## src/rtl/rf_access_ctrl_if.sv

```systemverilog
// Request and response channels between a command source and rf_access_ctrl.
// The master issues commands and consumes responses; the slave is the controller.
interface rf_access_ctrl_if;
  logic        req_valid;
  logic        req_ready;
  logic [1:0]  req_op;
  logic [1:0]  req_addr;
  logic [31:0] req_wdata;
  logic        rsp_valid;
  logic        rsp_ready;
  logic [31:0] rsp_rdata;
  logic        rsp_err;

  modport master (
    output req_valid, req_op, req_addr, req_wdata, rsp_ready,
    input  req_ready, rsp_valid, rsp_rdata, rsp_err
  );

  modport slave (
    input  req_valid, req_op, req_addr, req_wdata, rsp_ready,
    output req_ready, rsp_valid, rsp_rdata, rsp_err
  );
endinterface

```

## src/rtl/rf_access_ctrl.sv

```systemverilog
// Single-outstanding read / write / read-modify-write sequencer that owns the
// register-file port and returns one response per accepted command.
module rf_access_ctrl (
  input  logic                   clk,
  input  logic                   rst_n,
  rf_access_ctrl_if.slave        bus,
  output logic                   rf_wen,
  output logic                   rf_ren,
  output logic [1:0]             rf_addr,
  output logic [31:0]            rf_wdata,
  input  logic [31:0]            rf_rdata,
  output logic [15:0]            ops_done
);

  typedef enum logic [2:0] {IDLE, RD_ISSUE, RD_CAP, WR, RSP} state_t;

  localparam logic [1:0] OP_READ  = 2'b00;
  localparam logic [1:0] OP_WRITE = 2'b01;
  localparam logic [1:0] OP_RMW   = 2'b10;

  state_t      state;
  logic [1:0]  op_q;
  logic [31:0] wdata_q;
  logic [31:0] old_q;

  // Gated by rst_n so the channel reads not-ready while reset is held.
  assign bus.req_ready = (state == IDLE) && rst_n;

  always_ff @(posedge clk or negedge rst_n) begin
    if (!rst_n) begin
      state         <= IDLE;
      op_q          <= OP_READ;
      wdata_q       <= '0;
      old_q         <= '0;
      rf_wen        <= 1'b0;
      rf_ren        <= 1'b0;
      rf_addr       <= '0;
      rf_wdata      <= '0;
      bus.rsp_valid <= 1'b0;
      bus.rsp_rdata <= '0;
      bus.rsp_err   <= 1'b0;
      ops_done      <= '0;
    end else begin
      case (state)
        IDLE: begin
          if (bus.req_valid && bus.req_ready) begin
            op_q    <= bus.req_op;
            wdata_q <= bus.req_wdata;
            case (bus.req_op)
              OP_READ, OP_RMW: begin
                state   <= RD_ISSUE;
                rf_ren  <= 1'b1;
                rf_addr <= bus.req_addr;
              end
              OP_WRITE: begin
                state    <= WR;
                rf_wen   <= 1'b1;
                rf_addr  <= bus.req_addr;
                rf_wdata <= bus.req_wdata;
              end
              default: begin
                state         <= RSP;
                bus.rsp_valid <= 1'b1;
                bus.rsp_err   <= 1'b1;
                bus.rsp_rdata <= '0;
              end
            endcase
          end
        end
        RD_ISSUE: begin
          state  <= RD_CAP;
          rf_ren <= 1'b0;
        end
        // The RF registered the address last edge, so rf_rdata is valid now.
        RD_CAP: begin
          old_q <= rf_rdata;
          if (op_q == OP_RMW) begin
            state    <= WR;
            rf_wen   <= 1'b1;
            rf_wdata <= rf_rdata + wdata_q;
          end else begin
            state         <= RSP;
            rf_addr       <= '0;
            bus.rsp_valid <= 1'b1;
            bus.rsp_err   <= 1'b0;
            bus.rsp_rdata <= rf_rdata;
          end
        end
        WR: begin
          state         <= RSP;
          rf_wen        <= 1'b0;
          rf_addr       <= '0;
          rf_wdata      <= '0;
          bus.rsp_valid <= 1'b1;
          bus.rsp_err   <= 1'b0;
          bus.rsp_rdata <= (op_q == OP_RMW) ? old_q : 32'd0;
        end
        RSP: begin
          if (bus.rsp_ready) begin
            state         <= IDLE;
            bus.rsp_valid <= 1'b0;
            bus.rsp_err   <= 1'b0;
            bus.rsp_rdata <= '0;
            ops_done      <= ops_done + 16'd1;
          end
        end
        default: state <= IDLE;
      endcase
    end
  end

endmodule
```

## src/flat_wrapper.sv

```systemverilog
// flat-port wrapper written by rule: the top's interface ports become plain ports
module rf_access_ctrl_flat 
  (clk, rst_n, rf_wen, rf_ren, rf_addr, rf_wdata, rf_rdata, ops_done, bus_req_valid, bus_req_op, bus_req_addr, bus_req_wdata, bus_rsp_ready, bus_req_ready, bus_rsp_valid, bus_rsp_rdata, bus_rsp_err);
  rf_access_ctrl_if bus_i ();
  input  logic clk;
  input  logic rst_n;
  output logic rf_wen;
  output logic rf_ren;
  output logic [1:0] rf_addr;
  output logic [31:0] rf_wdata;
  input  logic [31:0] rf_rdata;
  output logic [15:0] ops_done;
  input wire logic [$bits(bus_i.req_valid)-1:0] bus_req_valid;
  input wire logic [$bits(bus_i.req_op)-1:0] bus_req_op;
  input wire logic [$bits(bus_i.req_addr)-1:0] bus_req_addr;
  input wire logic [$bits(bus_i.req_wdata)-1:0] bus_req_wdata;
  input wire logic [$bits(bus_i.rsp_ready)-1:0] bus_rsp_ready;
  output wire logic [$bits(bus_i.req_ready)-1:0] bus_req_ready;
  output wire logic [$bits(bus_i.rsp_valid)-1:0] bus_rsp_valid;
  output wire logic [$bits(bus_i.rsp_rdata)-1:0] bus_rsp_rdata;
  output wire logic [$bits(bus_i.rsp_err)-1:0] bus_rsp_err;
  assign bus_i.req_valid = bus_req_valid;
  assign bus_i.req_op = bus_req_op;
  assign bus_i.req_addr = bus_req_addr;
  assign bus_i.req_wdata = bus_req_wdata;
  assign bus_i.rsp_ready = bus_rsp_ready;
  assign bus_req_ready = bus_i.req_ready;
  assign bus_rsp_valid = bus_i.rsp_valid;
  assign bus_rsp_rdata = bus_i.rsp_rdata;
  assign bus_rsp_err = bus_i.rsp_err;
  rf_access_ctrl u_core (.clk(clk), .rst_n(rst_n), .bus(bus_i), .rf_wen(rf_wen), .rf_ren(rf_ren), .rf_addr(rf_addr), .rf_wdata(rf_wdata), .rf_rdata(rf_rdata), .ops_done(ops_done));
endmodule
```

## config.mk

```make
export PLATFORM = sky130hd
export DESIGN_NAME = rf_access_ctrl_flat
export DESIGN_NICKNAME = d
export VERILOG_FILES = /design/src/rtl/rf_access_ctrl_if.sv /design/src/rtl/rf_access_ctrl.sv /design/src/flat_wrapper.sv
export SDC_FILE = /design/constraint.sdc
export NUM_CORES = 1
export LEC_CHECK = 0
export CAP_MARGIN = 15
export CORE_MARGIN = 2
export CORE_UTILIZATION = 50
export CTS_CLUSTER_DIAMETER = 60
export DETAILED_ROUTE_END_ITERATION = 10
export PLACE_DENSITY = 0.79
export SYNTH_ARGS = -nofsm -noshare
export SYNTH_HDL_FRONTEND = slang
export SYNTH_SLANG_ARGS = --single-unit
export TNS_END_PERCENT = 10
```

## constraint.sdc

```tcl
create_clock -name clk -period 3.6 [get_ports clk]
set_input_delay 0.72 -clock clk [delete_from_list [all_inputs] [get_ports clk]]
set_output_delay 0.72 -clock clk [all_outputs]
set_load 0.05 [all_outputs]
```

Word level (Yosys, flattened, before mapping)

Index checks and enable logic that the tools add are counted.

Input bits: 72
Register bits after elaboration: 155
Logic and storage cells: 78
Output and inout bits: 87

Reduce and logical (&&, ||, !) cells: 16
Equality and inequality tests: 15
Multiplexer cells: 33
Add/sub/neg operators: 2

Operator list:

| operator                                                        | count |
|---|---|
| 32-bit two-way mux                                              | 8 |
| 32-bit case mux with 4 select lines                             | 1 |
| 32-bit case mux with 3 select lines                             | 1 |
| 32-bit adder                                                    | 1 |
| 16-bit by 1-bit adder with 16-bit output, second input constant | 1 |
| 3-bit case mux with 5 select lines                              | 1 |
| 2-bit != test, second input constant                            | 7 |
| 1-bit two-way mux                                               | 10 |
| 3-bit two-way mux                                               | 3 |
| 1-bit case mux with 4 select lines                              | 2 |
| 4-bit AND reduction                                             | 2 |
| 3-bit by 2-bit == test with 1-bit output, second input constant | 2 |
| 2-bit two-way mux                                               | 3 |
| 2-bit case mux with 3 select lines                              | 1 |
| 3-bit case mux with 2 select lines                              | 1 |
| 2-bit AND reduction                                             | 3 |
| 5-bit AND reduction                                             | 1 |
| 2-bit == test, second input constant                            | 2 |
| 4-bit nonzero test                                              | 1 |
| 3-bit by 1-bit == test with 1-bit output, second input constant | 1 |
| 3-bit == test, second input constant                            | 1 |
| 3-bit zero test                                                 | 1 |
| 1-bit case mux with 3 select lines                              | 1 |
| 3-bit AND reduction                                             | 1 |
| 9 further kinds                                                 | 10 |

Depth between registers and ports, before layout

Depth after elaboration: 5
Mapped depth: 11
Depth with buffers taken out: 11

Worst setup path after synthesis

No wires, ideal clock.

Path type: input port to flip-flop
Start point: in rf_rdata[2]
End point: reg u_core.rf_wdata[31]
Path buffers: 0
Library setup time: 0.132 ns
Setup slack: 0.663 ns
Data required time: 3.468 ns
Arrival: 2.806 ns
Stages: 9
Path through: ha_1 -> a21oi_1 -> a2111oi_2 -> nor2_1 -> o41a_1 -> o31a_1 -> o31ai_4 -> nor4_1 -> or3b_1

Word-level cells in the longest chain between the ends: 3

Ends and longest elaborated chain:

| element                             | line                 | RTL |
|---|---|---|
| from (decl)                         | flat_wrapper.sv:11   | `input logic [31:0] rf_rdata;` |
| 32-bit adder                        | rf_access_ctrl.sv:80 | `rf_wdata <= rf_rdata + wdata_q;` |
| 32-bit two-way mux                  | rf_access_ctrl.sv:77 | `if (op_q == OP_RMW) begin` |
| 32-bit case mux with 3 select lines | rf_access_ctrl.sv:44 | `case (state)` |
| to (signal assigned)                | rf_access_ctrl.sv:59 | `rf_wdata <= bus.req_wdata;` |
| to (signal assigned)                | rf_access_ctrl.sv:80 |  |
| to (decl)                           | rf_access_ctrl.sv:10 | `output logic [31:0] rf_wdata,` |

Every way passes these cells. The select of a mux whose other input is x is not followed.
A chain may end at the register's enable or synchronous reset.

Worst setup path in the final report

Same ends and word-level chain as after synthesis.

==> impl_metrics.csv <==
group,metric,value,unit
outcome,status,"completed",
floorplanning,die_height,130,um
clocking,root_buffer,"clkbuf_16",
synth,yosysWarnings,0,
synth,synth-simple-area-share,0.112,
synth,synth_seq_cells,155,
worst_setup_path,cp_slowest_cell,"clkdlybuf4s50_1",
route,first_pass_iters,6,
synth,ys_types,54,
clocking,clock_latency,0.42,ns
route,postRouteAntennaNets,0,
placed_design,hpwl,14800,um
worst_setup_path,r2r_cells,6,
floorplanning,io_pins,159,
sta,setup_ws,0.359,ns
global_routing,antenna_found_initial,0,
synth,syn_inst,784,
synth,synth.area.top_cells,"dfrtp_1 49%, ha_1 5.0%, mux2_2 4.9%",
power,peakVddDrop,0.532,mV
clocking,cts_tree,"built",
sta,slew-limit-headroom,0.335,
synth,yosys-mux-area-fraction,0.0943,
power,leakage,4.34,nW
power,p_per_area,974,mW/mm^2
cells_and_area,nNetsFinal,1043,
worst_setup_path,r2r_slack,0.73,ns
sta,min_period,3.24,ns
sta,clock_skew,0.00664,ns
global_routing,grt_pass1_wl,33300,um
synth,synth-main-ff-cell,"dfrtp_1",
worst_setup_path,required,3.90,ns
synth,synth_area,0.00798,mm^2
synth,synth_seq_area_share,0.486,
route,viasPerCell,5.73,
worst_setup_path,path_buf_inv,1,
placed_design,place_congestion,0.925,
job,max_cap_violations,0,
synth,synth_top_family_by_area,"compound AO/OA/AOI/OAI gates",
placed_design,pre_cts_ws,-0.0431,ns
route,totalWireLength,21000,um
floorplanning,core_area,0.0158,mm^2
min_path,hold_start,"u_core.ops_done[15]$_DFFE_PN0P_",
global_routing,grt_pass1_vias,6467,
synth,syn_avg_cell_area,10.2,um^2
synth,async_flop_share,1.00,
floorplanning,die-area,0.0170,mm^2
synth,synth_top_area_frac,0.486,
worst_setup_path,critPathCaptureType,"flip-flop",
cells_and_area,fill_cells,1299,
synth,synth_xor_area_frac,0.0472,
sta,finalSetupViolCount,0,
global_routing,grt_max_degree,81,
clocking,cts_sinks,155,
route,drt_iter0_drc,461,
clocking,post_cts_buffers,0,
synth,synth_nets,889,
worst_setup_path,path_delay_family,"compound AO/OA/AOI/OAI gates",
route,num_vias,6666,
worst_setup_path,r2r_start,"u_core.state[2]$_DFFE_PN0P_",
floorplanning,initial_core_util,0.506,
min_path,hold_depth,1,
worst_setup_path,worst-path-max-fanout,4,
route,drc,0,
synth,synth_largest_area_cell,"dfrtp_1",
cells_and_area,final_common_cell,"clkdlybuf4s50_1",
clocking,cts_buffers,17,
worst_setup_path,arrival,3.54,ns
worst_setup_path,crit_type,"in2reg",
placed_design,port_buffers,158,
clocking,htree_levels,4,
sta,fmaxAchievable,309,MHz
sta,worst_pin_slew,0.997,ns
synth,synthAdderAreaFrac,0.0527,
synth,synth-compound-area-share,0.181,
worst_setup_path,cp-start-kind,"input port",
worst_setup_path,cpPeakStageDelay,0.46,ns
clocking,path_clk_slew,0.06,ns
sta,hold_viol,0,
route,post_drt_wl_per_cell,18.1,um
synth,synth-edff-count,0,
clocking,post_cts_resized,0,
global_routing,grt_overflow,0,
cells_and_area,final_util,0.662,
worst_setup_path,reg2reg_to,"u_core.bus.rsp_rdata[10]$_DFFE_PN0P_",
floorplanning,rows,46,
cells_and_area,layout_common_cells,"157 x clkdlybuf4s50_1, 155 x dfrtp_1, 80 x nand2_1",
cells_and_area,diodes,0,
floorplanning,die_w,130,um
worst_setup_path,path_cells,"clkdlybuf4s50_1 > ha_1 > a21oi_1 > a2111oi_2 > nor2_1 > o41a_1 > o31a_1 > o31ai_4 > nor4_1 > or3b_1",
min_path,min_to,"u_core.ops_done[15]$_DFFE_PN0P_",
clocking,ctsHoldBuffers,0,
sta,slew_violations,0,
clocking,cts_buffer_depth,2,
sta,period_share,0.900,
global_routing,track_usage,0.253,
cells_and_area,area_delta_synth_final,30.9,%
worst_setup_path,critPathLaunch,"rf_rdata[2]",
min_path,hold_path.class,"reg2reg",
cells_and_area,drive_above_1_share,0.105,
sta,rsz0062_at_grt,"no",
[Yosys cell counts, drive strengths merged (14+ instances only)]
library cell / count
nor2: 54
nand4: 16
clkbuf: 44
xor2: 18
xnor2: 25
dfrtp: 155
a21oi: 62
ha: 32
mux2: 66
and3: 14
o21ai: 64
a22oi: 34
nand2: 81
[registers in the layout, summed over array words and instances, names as in the netlist]
signal and flops:
u_core.rf_ren 1, u_core.op_q 2, u_core.ops_done 16, u_core.old_q 32
u_core.rf_wdata 32, u_core.bus.rsp_valid 1, u_core.bus.rsp_err 1, u_core.rf_addr 2
u_core.bus.rsp_rdata 32, u_core.rf_wen 1, u_core.wdata_q 32, u_core.state 3
[metal layers]
metal  GRT usage  vias to the layer above  part of all wire
met1       0.328                     3250              0.43
met3      0.0492                       40             0.052
met2       0.419                      213              0.49
li1            -                     3163                 -
met5           0                        -                 0
met4       0.101                        0             0.024
[through the flow]
| stage | hold slack, ns | TNS (ns) | power, mW | cell area, um^2 | std cells |
|---|---|---|---|---|---|
| 2_1_floorplan | 0.424 | 0 | 6.67 | 7980 | 784 |
| 3_3_place_gp | 0.460 | 0 | 8.28 | 9880 | 1135 |
| 3_5_place_dp | 0.468 | -0.0431 | 8.41 | 9880 | 1135 |
| 4_1_cts | 0.476 | 0 | 10.2 | 10400 | 1163 |
| 5_1_grt | 0.505 | 0 | 10.8 | 10400 | 1163 |
| 6_report | 0.467 | 0 | 10.2 | 10400 | 1163 |
[kinds of logic after synthesis]
| family | count (synthesis) |
|---|---|
| multiplexers | 67 |
| flip-flops | 155 |
| AND/OR/NAND/NOR | 201 |
| adder cells (fa/ha/maj) | 33 |
| AO/OA/AOI/OAI | 229 |
| XOR/XNOR | 43 |
| buffers and inverters | 56 |
[final cells by class]
| type | instances | area (um^2) | area share |
|---|---|---|---|
| inverters | 8 | 30.0 | 0.00287 |
| clock buffers | 21 | 470 | 0.0450 |
| flip-flops and latches | 155 | 3880 | 0.371 |
| well taps | 216 | 270 | 0.0259 |
| multi-input cells | 573 | 3930 | 0.377 |
| clock inverters | 7 | 93.8 | 0.00898 |
| repair buffers | 183 | 1770 | 0.169 |
[how the worst max path moves through the flow]
stage,endpoint,slack (ns),cells past startpoint
2_1_floorplan,u_core.rf_wdata[31]$_DFFE_PN0P_,0.66,9
3_3_place_gp,u_core.rf_wdata[31]$_DFFE_PN0P_,0.03,10
3_5_place_dp,u_core.rf_wdata[31]$_DFFE_PN0P_,-0.04,10
4_1_cts,u_core.rf_wdata[31]$_DFFE_PN0P_,0.40,10
5_1_grt,u_core.rf_wdata[20]$_DFFE_PN0P_,0.26,13
6_report,u_core.rf_wdata[31]$_DFFE_PN0P_,0.36,10
[worst reg2reg max path, cell delays in order (launching register included)]
cell and delay (ns):
dfrtp_1 0.46, nand2b_1 0.48, nor3_1 0.67, a21oi_1 0.20, o31ai_4 0.09, buf_4 0.58, o21ai_0 0.23
[power by group]
group          total, mW  internal [mW]  leakage (nW)  switching [mW]
combinational       5.49           2.10          2.14            3.39
clock               1.76           1.06         0.273           0.697
sequential          2.94           2.48          1.93           0.454
total               10.2           5.64          4.34            4.54
(Power assumes the default switching activity.)
